### src/rtl/bit_gearbox_pkg.sv
// Shared helpers for the bit_gearbox width converter: level-counter sizing and the
// minimum-capacity rule checked at elaboration.
package bit_gearbox_pkg;

  // Extra bits required beyond IWIDTH+OWIDTH; zero means exactly one input plus one output word.
  localparam int unsigned BufMinSlack = 0;

  function automatic int unsigned level_width(int unsigned buf_bits);
    return $clog2(buf_bits + 1);
  endfunction

endpackage

### src/rtl/bit_gearbox_if.sv
// Ready/valid handshake bundle for bit_gearbox: input word stream and output word stream.
interface bit_gearbox_if #(
  parameter int unsigned IWIDTH = 3,
  parameter int unsigned OWIDTH = 7
);
  logic [IWIDTH-1:0] in;
  logic              in_valid;
  logic              in_ready;
  logic [OWIDTH-1:0] out;
  logic              out_valid;
  logic              out_ready;

  modport master (output in, in_valid, out_ready, input in_ready, out, out_valid);
  modport slave  (input in, in_valid, out_ready, output in_ready, out, out_valid);
endinterface

### src/rtl/bit_gearbox_shift_buffer.sv
// MSB-aligned bit buffer: oldest bit sits at the top, bits above the fill level are kept zero
// so a partial pop comes out left-justified with zero padding.
module bit_shift_buffer import bit_gearbox_pkg::*; #(
  parameter int unsigned IWIDTH   = 3,
  parameter int unsigned OWIDTH   = 7,
  parameter int unsigned BUF_BITS = IWIDTH + OWIDTH
) (
  input  logic                                clk,
  input  logic                                rst_n,
  input  logic                                push,
  input  logic [IWIDTH-1:0]                   push_data,
  input  logic                                pop,
  input  logic [level_width(BUF_BITS)-1:0]    pop_n,
  output logic [OWIDTH-1:0]                   rd_data,
  output logic [level_width(BUF_BITS)-1:0]    level
);
  localparam int unsigned LW = level_width(BUF_BITS);

  logic [BUF_BITS-1:0] buf_q, buf_d, popped, appended;
  logic [LW-1:0]       level_q, level_d, kept;

  always_comb begin
    kept     = pop ? level_q - pop_n : level_q;
    popped   = pop ? buf_q << pop_n : buf_q;
    // New bits land directly behind whatever survives the pop.
    appended = push ? ({push_data, {(BUF_BITS - IWIDTH){1'b0}}} >> kept) : '0;
    buf_d    = popped | appended;
    level_d  = kept + (push ? LW'(IWIDTH) : '0);
  end

  always_ff @(posedge clk or negedge rst_n) begin
    if (!rst_n) begin
      buf_q   <= '0;
      level_q <= '0;
    end else begin
      buf_q   <= buf_d;
      level_q <= level_d;
    end
  end

  assign rd_data = buf_q[BUF_BITS-1 -: OWIDTH];
  assign level   = level_q;

endmodule

### src/rtl/bit_gearbox.sv
// Packs IWIDTH-bit input words into OWIDTH-bit output words, MSB-first, with ready/valid on
// both sides. Define BIT_GEARBOX_FLUSH_EN to add the flush port for draining a partial word.
module bit_gearbox import bit_gearbox_pkg::*; #(
  parameter int unsigned IWIDTH   = 3,
  parameter int unsigned OWIDTH   = 7,
  parameter int unsigned BUF_BITS = IWIDTH + OWIDTH
) (
  input  logic                             clk,
  input  logic                             rst_n,
  input  logic                             en,
`ifdef BIT_GEARBOX_FLUSH_EN
  input  logic                             flush,
`endif
  bit_gearbox_if.slave                     bus,
  output logic [level_width(BUF_BITS)-1:0] level
);
  localparam int unsigned LW = level_width(BUF_BITS);

  if (BUF_BITS < IWIDTH + OWIDTH + BufMinSlack) begin : g_buf_check
    $error("bit_gearbox: BUF_BITS must be >= IWIDTH + OWIDTH");
  end

  logic flush_req;
`ifdef BIT_GEARBOX_FLUSH_EN
  assign flush_req = flush;
`else
  assign flush_req = 1'b0;
`endif

  logic              in_ready, acc, free, full_word, ld_full, ld_flush, ld;
  logic [LW-1:0]     pop_n;
  logic [OWIDTH-1:0] rd_data;
  logic [OWIDTH-1:0] out_q;
  logic              out_valid_q;

  always_comb begin
    full_word = 32'(level) >= OWIDTH;
    // Held low during reset so nothing upstream sees a spurious ready.
    in_ready  = rst_n & en & ((32'(level) + IWIDTH) <= BUF_BITS) & ~flush_req;
    acc       = bus.in_valid & in_ready;
    free      = ~out_valid_q | bus.out_ready;
    ld_full   = en & full_word & free;
    ld_flush  = en & flush_req & (level != '0) & ~full_word & free;
    ld        = ld_full | ld_flush;
    pop_n     = ld_full ? LW'(OWIDTH) : level;
  end

  bit_shift_buffer #(
    .IWIDTH   (IWIDTH),
    .OWIDTH   (OWIDTH),
    .BUF_BITS (BUF_BITS)
  ) u_buf (
    .clk       (clk),
    .rst_n     (rst_n),
    .push      (acc),
    .push_data (bus.in),
    .pop       (ld),
    .pop_n     (pop_n),
    .rd_data   (rd_data),
    .level     (level)
  );

  // Output stage drains on out_ready regardless of en.
  always_ff @(posedge clk or negedge rst_n) begin
    if (!rst_n) begin
      out_q       <= '0;
      out_valid_q <= 1'b0;
    end else if (ld) begin
      out_q       <= rd_data;
      out_valid_q <= 1'b1;
    end else if (bus.out_ready) begin
      out_valid_q <= 1'b0;
    end
  end

  assign bus.in_ready  = in_ready;
  assign bus.out       = out_q;
  assign bus.out_valid = out_valid_q;

endmodule

### src/flat_wrapper.sv
// flat-port wrapper written by rule: the top's interface ports become plain ports
module bit_gearbox_flat import bit_gearbox_pkg::*;
#(
  parameter int unsigned IWIDTH   = 3,
  parameter int unsigned OWIDTH   = 7,
  parameter int unsigned BUF_BITS = IWIDTH + OWIDTH
)
  (clk, rst_n, en, level, bus_in, bus_in_valid, bus_out_ready, bus_in_ready, bus_out, bus_out_valid);
  bit_gearbox_if #(.IWIDTH(IWIDTH), .OWIDTH(OWIDTH)) bus_i ();
  input  logic clk;
  input  logic rst_n;
  input  logic en;
  output logic [level_width(BUF_BITS)-1:0] level;
  input wire logic [$bits(bus_i.in)-1:0] bus_in;
  input wire logic [$bits(bus_i.in_valid)-1:0] bus_in_valid;
  input wire logic [$bits(bus_i.out_ready)-1:0] bus_out_ready;
  output wire logic [$bits(bus_i.in_ready)-1:0] bus_in_ready;
  output wire logic [$bits(bus_i.out)-1:0] bus_out;
  output wire logic [$bits(bus_i.out_valid)-1:0] bus_out_valid;
  assign bus_i.in = bus_in;
  assign bus_i.in_valid = bus_in_valid;
  assign bus_i.out_ready = bus_out_ready;
  assign bus_in_ready = bus_i.in_ready;
  assign bus_out = bus_i.out;
  assign bus_out_valid = bus_i.out_valid;
  bit_gearbox #(.IWIDTH(IWIDTH), .OWIDTH(OWIDTH), .BUF_BITS(BUF_BITS)) u_core (.clk(clk), .rst_n(rst_n), .en(en), .bus(bus_i), .level(level));
endmodule
### config.mk
export PLATFORM = sky130hd
export DESIGN_NAME = bit_gearbox_flat
export DESIGN_NICKNAME = d
export VERILOG_FILES = /design/src/rtl/bit_gearbox_pkg.sv /design/src/rtl/bit_gearbox_if.sv /design/src/rtl/bit_gearbox_shift_buffer.sv /design/src/rtl/bit_gearbox.sv /design/src/flat_wrapper.sv
export SDC_FILE = /design/constraint.sdc
export NUM_CORES = 1
export LEC_CHECK = 0
export CORE_MARGIN = 5
export CORE_UTILIZATION = 30
export CTS_CLUSTER_DIAMETER = 120
export CTS_CLUSTER_SIZE = 25
export DETAILED_ROUTE_END_ITERATION = 8
export GPL_TIMING_DRIVEN = 0
export HOLD_SLACK_MARGIN = 0.05
export PLACE_DENSITY = 0.61
export SETUP_SLACK_MARGIN = 0.2
export SYNTH_ARGS = -nofsm -noshare
export SYNTH_HDL_FRONTEND = slang
export SYNTH_SLANG_ARGS = --single-unit
### constraint.sdc
create_clock -name clk -period 3.7 [get_ports clk]
set_input_delay 0.555 -clock clk [delete_from_list [all_inputs] [get_ports clk]]
set_output_delay 0.555 -clock clk [all_outputs]
set_load 0.1 [all_outputs]
==> impl_results.md <==
- Post-synth top area cell: dfrtp_1
- Cell Chain, Critical Path: clkdlybuf4s50_1 -> inv_2 -> or3_1 -> buf_6 -> clkinvlp_4 -> ha_1 -> inv_1 -> ha_1 -> mux2i_4 -> inv_4 -> ha_1 -> a21o_1 -> nand2_1 -> xor2_1
- Met1 track demand over resource: a little over an eighth
- FF+latch count, synth: 22
- Synth-to-Final Area Change: 26.8%
- Share of the synthesized area in the top cell type: approximately 43%
- PnR worst setup slack: between 0.3 and 0.4 ns
- First-pass DRT Iterations: 5
- Initial antenna violation count: 0
- Die H: about 75 µm
- Total CTS buffers: 3
- RSZ-0062 raised after global routing: no
- Slew Limit Headroom: between 30% and 40%
- Max_cap viols: 0
- CTS clk-pin slew, worst paths: about 0.080 ns
- Initial Utilization: 31.5%
- Syn Area/Cell: 9.27 µm²
- FP Rows: 23
- Share of layout cells above drive strength 1: between 10% and 20%
- Diode count: 0
- Post-CTS Setup Repair Bufs: 0
- Mapped Area: approximately 1300 µm²
- Met2 Usage GRT: approximately a fifth
- Most common cell after layout, fill and taps aside: nand2_1
- Net Count, Synth: between 150 and 200
- Fin Hold WS: about 0.27 ns
- CP endpoint kind: flop
- Via density: between 5 and 6
- Mapped Cells: 138
- WP data required: approximately 3.9 ns
- Drt wl/cell: between 10 and 15 µm
- # setup viols final: 0
- Total GRT Usage: a little under an eighth
- Top Ports: 21
- Fin crit share: about nine tenths
- Grt met3 use: under 10%
- GPL Wtd Cong: 0.792
- PortBufs: 20
- Clock Latency Late Sink: 0.26 ns
- Critical path peak fanout: 10
- Top cells by area, synth: dfrtp_1 43%, nand2_1 11%, ha_1 6.8%
- Crit Path Category: input pin to flop
- Die Area: roughly 5700 µm²
- Largest net degree at the start of global routing: 25
- Footprint of the multi-input gates: approximately 670 µm²
- Ys Warns: 0
- Vias in the first global route: 1133
- Post-route ant nets: 0
- Dpl hpwl: roughly 2100 µm
- Fin. max-slew vios: 0
- DR iter-0 viols: 36
- Final hold vios: 0
- Total congestion overflow: 0
- Worst Path Buf+Inv: 6
- DRC errors left: 0
- Die width: around 75 µm
- Vias: 1067
- Filler cells: roughly 390
- Hold Path Class: input pin to asynchronous set/reset pin
- Commonest cells after routing, fill and taps aside: 36 x nand2_1, 21 x dfrtp_1, 18 x clkdlybuf4s50_1, 7 x nor2_1, 7 x ha_1
- Worst-margin pin slew: approximately 0.97 ns
- Sequential Area: roughly 550 µm²
- CTS tree: yes
- Netlist cell types: 39
- Core area: 4060 µm²
- CP most frequent cell: ha_1
- Startpoint Class: input pin
- Sequential share of the synthesized area: a little over two fifths
- CP max stage delay: roughly 0.6 ns
- Fmax: roughly 300 MHz
- Fin crit period: roughly 3.3 ns
- Routed WL: 2830 µm
- Slowest CP cell: clkdlybuf4s50_1
- CTS Root Cell: clkbuf_8
- Setup Skew: about 0.0039 ns
- CTS max path bufs: 2
- NumNets Final: around 180
- Status: finished clean
- CTS sink cnt: 22
- Crit-path leading delay family: buffers and inverters
- Busiest layer in global routing: met2
- First-pass GRT wire length: between 5000 and 6000 µm
- CP Data Arrival Time: 3.50 ns
- H-tree levels: 1
- Pre-CTS setup slack: -0.0723 ns
[cells by family (layout without fill, tap and decap cells)]
| family | count (synthesis) | after routing | share of synthesized area [%] |
|---|---|---|---|
| and+or+nand+nor | 57 | 57 | 20.2 |
| AOI/OAI and AO/OA | 27 | 27 | 14.4 |
| DFF | 22 | 22 | 43.1 |
| buffers and inverters | 14 | 38 | 5.09 |
| adders and majority gates | 8 | 8 | 8.41 |
| muxes | 8 | 8 | 7.53 |
| xor gates and xnor gates | 2 | 2 | 1.37 |
[metal layers]
layer,up-vias,part of all wire (%)
met1,499,41
met4,0,2.0
met2,38,50
li1,522,-
met3,8,6.8
met5,-,0
[synthesized netlist by cell type]
cell,n
fa_1,1
o211ai_1,1
and3_1,1
a31oi_1,2
inv_2,1
clkbuf_1,2
a22oi_1,3
inv_1,6
nor2b_1,2
dfrtp_1,22
nand2b_1,3
mux2i_4,1
buf_2,2
nand4_1,2
o21ai_0,5
nor2_1,7
and2b_4,1
o41ai_1,1
nand3_1,1
clkinv_1,1
a21o_1,1
and3_4,1
nand2_1,36
a22o_1,2
inv_4,1
mux2i_1,4
mux2_2,3
o221ai_1,3
or3_1,1
buf_6,1
o21ai_1,1
ha_1,7
o31ai_1,2
xor2_1,2
nand3b_1,1
and2_1,1
a21oi_1,4
o21a_1,1
o2111ai_1,1
[worst paths after layout]
| path | start | to | slack, ns | depth (start not counted) |
|---|---|---|---|---|
| max in group asynchronous | rst_n | u_core.u_buf.level[1] | 3.01 | 1 |
| worst min-delay path | rst_n | u_core.u_buf.buf_q[3] | 0.27 | 1 |
| worst max register to register | u_core.u_buf.level[1] | u_core.u_buf.level[3] | 0.58 | 14 |
| min in group clk | u_core.u_buf.buf_q[9] | u_core.bus.out[6] | 0.48 | 2 |
| worst min register to register | u_core.u_buf.buf_q[9] | u_core.bus.out[6] | 0.48 | 2 |
| worst max-delay path | en | u_core.u_buf.level[3] | 0.38 | 14 |
[timing repair]
item,CTS,global route
resized for setup,2,5
endpoints found under the setup margin,1,7
hold buffers,0,0
[per-stage QoR]
stage / TNS [ns] / cell area (µm²) / util [%] / cells
3_5_place_dp: -0.0723 / 1540 / 38.0 / 208
5_1_grt: 0 / 1620 / 40.0 / 212
4_1_cts: 0 / 1610 / 39.8 / 212
3_3_place_gp: -0.0480 / 1540 / 38.0 / 208
6_report: 0 / 1620 / 40.0 / 212
2_1_floorplan: 0 / 1280 / - / 138
[layout make-up]
| cell class | count | area share [%] |
|---|---|---|
| Multi-Input combinational cell | 102 | 41.3 |
| Sequential cell | 22 | 34.0 |
| Timing Repair Buffer | 20 | 12.2 |
| Tap cell | 50 | 3.86 |
| Clock buffer | 3 | 2.55 |
| Inverter | 9 | 2.47 |
| Clock inverter | 1 | 1.85 |
| Buffer | 5 | 1.77 |
[state kept, by name, summed over array words and instances (netlist names)]
name                  flops
u_core.u_buf.level        4
u_core.bus.out            7
u_core.u_buf.buf_q       10
u_core.bus.out_valid      1
Power is not shown: default switching activity piles up to over one toggle a cycle in this logic, so the estimate is an artifact.
